## config.mk

```make
export PLATFORM = sky130hd
export DESIGN_NAME = alu_bit_sequencer_flat
export DESIGN_NICKNAME = d
export VERILOG_FILES = /design/src/rtl/alu_bit_sequencer_if.sv /design/src/rtl/alu_bit_sequencer.sv /design/src/flat_wrapper.sv
export SDC_FILE = /design/constraint.sdc
export NUM_CORES = 1
export LEC_CHECK = 0
export ABC_AREA = 0
export CELL_PAD_IN_SITES_DETAIL_PLACEMENT = 1
export CELL_PAD_IN_SITES_GLOBAL_PLACEMENT = 1
export CORE_UTILIZATION = 40
export CTS_BUF_LIST = sky130_fd_sc_hd__clkbuf_4
export DETAILED_ROUTE_END_ITERATION = 6
export GPL_ROUTABILITY_DRIVEN = 1
export PLACE_DENSITY_LB_ADDON = 0.1
export SLEW_MARGIN = 20
export SYNTH_ARGS = -nofsm -noshare
export SYNTH_HDL_FRONTEND = slang
export SYNTH_SLANG_ARGS = --single-unit
```

## constraint.sdc

```tcl
create_clock -name clk -period 2.35 [get_ports clk]
set_clock_uncertainty 0.05 [all_clocks]
set_input_delay 0.3525 -clock clk [delete_from_list [all_inputs] [get_ports clk]]
set_output_delay 0.3525 -clock clk [all_outputs]
set_load 0.05 [all_outputs]
```

## src/rtl/alu_bit_sequencer_if.sv

```systemverilog
// Request, result and ALU-drive signals between alu_bit_sequencer and its surroundings.
// The slave view is the sequencer. The master view is the requester, consumer and 1-bit ALU.
interface alu_bit_sequencer_if #(
    parameter int unsigned WIDTH = 8,
    parameter int unsigned SEL_W = 4
);
    logic             in_valid;
    logic             in_ready;
    logic [WIDTH-1:0] in_a;
    logic [WIDTH-1:0] in_b;
    logic [SEL_W-1:0] in_op;

    logic             alu_a;
    logic             alu_b;
    logic [SEL_W-1:0] alu_sel;
    logic             alu_result;

    logic             out_valid;
    logic             out_ready;
    logic [WIDTH-1:0] out_data;
    logic             out_err;
    logic             busy;

    modport slave (
        input  in_valid, in_a, in_b, in_op, alu_result, out_ready,
        output in_ready, alu_a, alu_b, alu_sel, out_valid, out_data, out_err, busy
    );

    modport master (
        output in_valid, in_a, in_b, in_op, alu_result, out_ready,
        input  in_ready, alu_a, alu_b, alu_sel, out_valid, out_data, out_err, busy
    );
endinterface

```

## src/rtl/alu_bit_sequencer.sv

```systemverilog
// Bit-serial driver for a 1-bit ALU. It feeds operand bits LSB-first, one per clock.
// It collects the result bits into a WIDTH-bit word and returns that word over valid/ready.
module alu_bit_sequencer #(
    parameter int unsigned WIDTH  = 8,
    parameter int unsigned SEL_W  = 4,
    parameter int unsigned MAX_OP = 8
) (
    input logic                clk,
    input logic                rst_n,
    alu_bit_sequencer_if.slave bus
);
    localparam int unsigned     IdxW    = (WIDTH > 1) ? $clog2(WIDTH) : 1;
    localparam logic [IdxW-1:0] LastIdx = IdxW'(WIDTH - 1);

    typedef enum logic [1:0] {StIdle, StRun, StDone} state_e;

    state_e           state_q;
    logic [IdxW-1:0]  idx_q;
    logic [WIDTH-1:0] a_q;
    logic [WIDTH-1:0] b_q;
    logic [WIDTH-1:0] res_q;
    logic [SEL_W-1:0] op_q;
    logic             err_q;

    always_ff @(posedge clk or negedge rst_n) begin
        if (!rst_n) begin
            state_q <= StIdle;
            idx_q   <= '0;
            a_q     <= '0;
            b_q     <= '0;
            res_q   <= '0;
            op_q    <= '0;
            err_q   <= 1'b0;
        end else begin
            unique case (state_q)
                StIdle: begin
                    if (bus.in_valid) begin
                        a_q   <= bus.in_a;
                        b_q   <= bus.in_b;
                        op_q  <= bus.in_op;
                        idx_q <= '0;
                        res_q <= '0;
                        // An illegal opcode skips the ALU and reports an all-zero word.
                        if (32'(bus.in_op) <= MAX_OP) begin
                            err_q   <= 1'b0;
                            state_q <= StRun;
                        end else begin
                            err_q   <= 1'b1;
                            state_q <= StDone;
                        end
                    end
                end
                StRun: begin
                    res_q[idx_q] <= bus.alu_result;
                    if (idx_q == LastIdx) begin
                        idx_q   <= '0;
                        state_q <= StDone;
                    end else begin
                        idx_q <= idx_q + 1'b1;
                    end
                end
                StDone: begin
                    if (bus.out_ready) begin
                        state_q <= StIdle;
                    end
                end
                default: state_q <= StIdle;
            endcase
        end
    end

    // Outputs are decoded from registered state only. They never depend on alu_result.
    assign bus.in_ready  = (state_q == StIdle);
    assign bus.busy      = (state_q != StIdle);
    assign bus.out_valid = (state_q == StDone);
    assign bus.out_data  = res_q;
    assign bus.out_err   = err_q & (state_q == StDone);
    assign bus.alu_a     = (state_q == StRun) & a_q[idx_q];
    assign bus.alu_b     = (state_q == StRun) & b_q[idx_q];
    assign bus.alu_sel   = (state_q == StRun) ? op_q : '0;
endmodule

```

## src/flat_wrapper.sv

```systemverilog
// flat-port wrapper written by rule: the top's interface ports become plain ports
module alu_bit_sequencer_flat 
#(
    parameter int unsigned WIDTH  = 8,
    parameter int unsigned SEL_W  = 4,
    parameter int unsigned MAX_OP = 8
)
  (clk, rst_n, bus_in_valid, bus_in_a, bus_in_b, bus_in_op, bus_alu_result, bus_out_ready, bus_in_ready, bus_alu_a, bus_alu_b, bus_alu_sel, bus_out_valid, bus_out_data, bus_out_err, bus_busy);
  alu_bit_sequencer_if #(.WIDTH(WIDTH), .SEL_W(SEL_W)) bus_i ();
  input logic clk;
  input logic rst_n;
  input wire logic [$bits(bus_i.in_valid)-1:0] bus_in_valid;
  input wire logic [$bits(bus_i.in_a)-1:0] bus_in_a;
  input wire logic [$bits(bus_i.in_b)-1:0] bus_in_b;
  input wire logic [$bits(bus_i.in_op)-1:0] bus_in_op;
  input wire logic [$bits(bus_i.alu_result)-1:0] bus_alu_result;
  input wire logic [$bits(bus_i.out_ready)-1:0] bus_out_ready;
  output wire logic [$bits(bus_i.in_ready)-1:0] bus_in_ready;
  output wire logic [$bits(bus_i.alu_a)-1:0] bus_alu_a;
  output wire logic [$bits(bus_i.alu_b)-1:0] bus_alu_b;
  output wire logic [$bits(bus_i.alu_sel)-1:0] bus_alu_sel;
  output wire logic [$bits(bus_i.out_valid)-1:0] bus_out_valid;
  output wire logic [$bits(bus_i.out_data)-1:0] bus_out_data;
  output wire logic [$bits(bus_i.out_err)-1:0] bus_out_err;
  output wire logic [$bits(bus_i.busy)-1:0] bus_busy;
  assign bus_i.in_valid = bus_in_valid;
  assign bus_i.in_a = bus_in_a;
  assign bus_i.in_b = bus_in_b;
  assign bus_i.in_op = bus_in_op;
  assign bus_i.alu_result = bus_alu_result;
  assign bus_i.out_ready = bus_out_ready;
  assign bus_in_ready = bus_i.in_ready;
  assign bus_alu_a = bus_i.alu_a;
  assign bus_alu_b = bus_i.alu_b;
  assign bus_alu_sel = bus_i.alu_sel;
  assign bus_out_valid = bus_i.out_valid;
  assign bus_out_data = bus_i.out_data;
  assign bus_out_err = bus_i.out_err;
  assign bus_busy = bus_i.busy;
  alu_bit_sequencer #(.WIDTH(WIDTH), .SEL_W(SEL_W), .MAX_OP(MAX_OP)) u_core (.clk(clk), .rst_n(rst_n), .bus(bus_i));
endmodule
```

==> metrics.cfg <==
[outcome]
outcome=finished, final reports clean

[job]
max_cap_viol_count=0

[detailed_routing]
viasPerCell=5.10
wl_per_cell_um=15.1
totalWireLength_um=3510
drtIter0Drc=72
dr.pass1.iters=3
vias=1183
detail-route-antenna-nets=0
drc=0

[critical_path]
crit_path_start_kind=flop
critPathKind=reg -> out
crit_chain=and2b_1, clkdlybuf4s50_1
cp-end-kind=output port
required_ns=1.95
crit_start=u_core.state_q[0]
reg2reg_from=u_core.state_q[0]
slowest_delay_ns=0.80
cp.arrival_ns=1.82
cp_slowest_cell=clkdlybuf4s50_1
rr_worst_depth=3
cp_max_fo=8

[timing]
finalCritPeriodShare=0.944
fin_hold_ws_ns=0.378
slew_violations=0
finalHoldViolCount=0
finalSetupViolCount=0
setup_tns_ns=0
max_freq_mhz=451
fin_ws_ns=0.131
slew_headroom=0.664
min_period_ns=2.22
worst_pin_slew_ns=0.503
rsz0062_at_grt=no

[pwr]
vdd_ir_drop_max_mv=0.716
totalPowerFinal_w=0.00313
leakagePower_nw=1.06
powerDensity_nw_per_um2=1380

[clock_network]
postCtsHoldBufs=0
cts_buffers=5
clk-insertion-delay-late_ns=0.34
cts_tree=yes
cts.sinks=34
cts.clk_slew.worst_paths_ns=0.10
clockBufferDepth=2
cts_max_level=2
root_buffer=clkbuf_4

[floorplan]
die_h_um=67.9
die-width_um=67.9
dieArea_um2=4610
num_rows=23
core_area_um2=4090
pin_count=43
initial_core_util=0.425

[logic_synthesis]
syn-cell-area_um2=1740
synth_compound_area_frac=0.0476
yosysTopAreaCellShare=0.490
synth_adder_area_share=0.0144
ys_seq_area_frac=0.490
synthTopCellsByArea=dfrtp_1 49%, mux2_4 15%, mux2i_1 5.8%
syn_avg_cell_area_um2=12.6
synth_simple_gate_area_share=0.130
async_reset_ff_frac=1.00
syn_inst=138
synth_top_family_by_area=multiplexers
ys_ff_latch=34
synth_warnings=0
syn-num-nets=165
yosysTopAreaCell=dfrtp_1
synth_flop_cell=dfrtp_1
yosysUniqueCellTypes=37
synth_edf_count=0
synth_mux_area_frac=0.263
synth_xor_area_frac=0

[placement]
gp_congestion=0.750
place_ws_ns=0.332
dp_cells=225
hpwlAfterDp_um=2470
io_buffer_count=42

[global_routing]
first_global_vias=1187
grt_start_max_net_pins=35
grt_antenna_before_repair=0
grt.overflow.total=0
grt_pass1_wl_um=5800
grt_usage=0.175

[final_layout]
area_growth_pct=30.5
layout_commonest_cell=clkdlybuf4s50_1
nNetsFinal=209
layout_common_cells=34 x clkdlybuf4s50_1, 32 x dfrtp_1, 17 x mux2_4
fin_cells=232
insertedDiodeCount=0
drive_above_1_share=0.247

[min_path]
worstHoldPathType=in -> async

## critical path, delay by kind of cell (launching register included)
kind | cells | cell delay, ns
buf+inv | 1 | 0.80
flops | 1 | 0.45
simple gates | 1 | 0.23
## final timing paths
path | to | slack (ns)
max | bus_out_valid | 0.13
min | u_core.bus.out_data[1] | 0.38
max reg2reg | u_core.b_q[2] | 0.70
min reg2reg | u_core.err_q | 0.45
max in group asynchronous | u_core.idx_q[0] | 1.53
min in group clk | u_core.err_q | 0.45
## stage by stage
step | util | area [um^2]
after global routing | 0.555 | 2270
after detailed placement | 0.542 | 2210
after floorplan | - | 1740
after global placement | 0.542 | 2210
after CTS | 0.555 | 2270
final | 0.555 | 2270
## kinds of logic after synthesis
group	count (synthesis)
AND/OR/NAND/NOR	40
multiplexers	34
flip-flops	34
buffers and inverters	16
AO/OA/AOI/OAI	12
adder cells (fa/ha/maj)	2
## final cells by class
type | count | area [um^2]
inverter | 7 | 26.3
fill | 435 | 1820
multi-input combinational | 88 | 790
timing repair buffer | 46 | 483
clock buffer | 7 | 52.6
sequential | 34 | 853
tap | 50 | 62.6
## Yosys cell counts (4+ instances only)
master   number
mux2i_1      10
inv_1         7
dfrtp_1      34
and2_1        5
buf_2         4
nand2_1      12
nand3_1       4
nand4_1       4
mux2_4       17
mux2_2        5
## state kept, by name, summed over array words and instances, names as in the netlist
name,flops
u_core.a_q,8
u_core.b_q,8
u_core.bus.out_data,8
u_core.op_q,4
u_core.idx_q,3
u_core.state_q,2
u_core.err_q,1
## power by group
| part | switching [W] | leakage, nW | total (W) | internal (W) |
|---|---|---|---|---|
| Sequential | 0.000220 | 0.416 | 0.00107 | 0.000849 |
| Clock | 0.000187 | 0.0322 | 0.000322 | 0.000136 |
| Combinational | 0.000892 | 0.613 | 0.00174 | 0.000847 |
| Total | 0.00130 | 1.06 | 0.00313 | 0.00183 |
## layer usage
metal,wire length (um),vias up,global-route usage
met3,164,6,0.0500
li1,-,570,-
met1,1700,577,0.242
met2,1590,30,0.257
met4,56,0,0.0703
met5,0,-,0
## timing repair
| action | in CTS | in global routing |
|---|---|---|
| gates resized for setup | 3 | 1 |
| buffers inserted | 0 | 0 |
| endpoints found under the setup margin | 3 | 1 |
No activity file was read; power rests on OpenSTA's default activity.
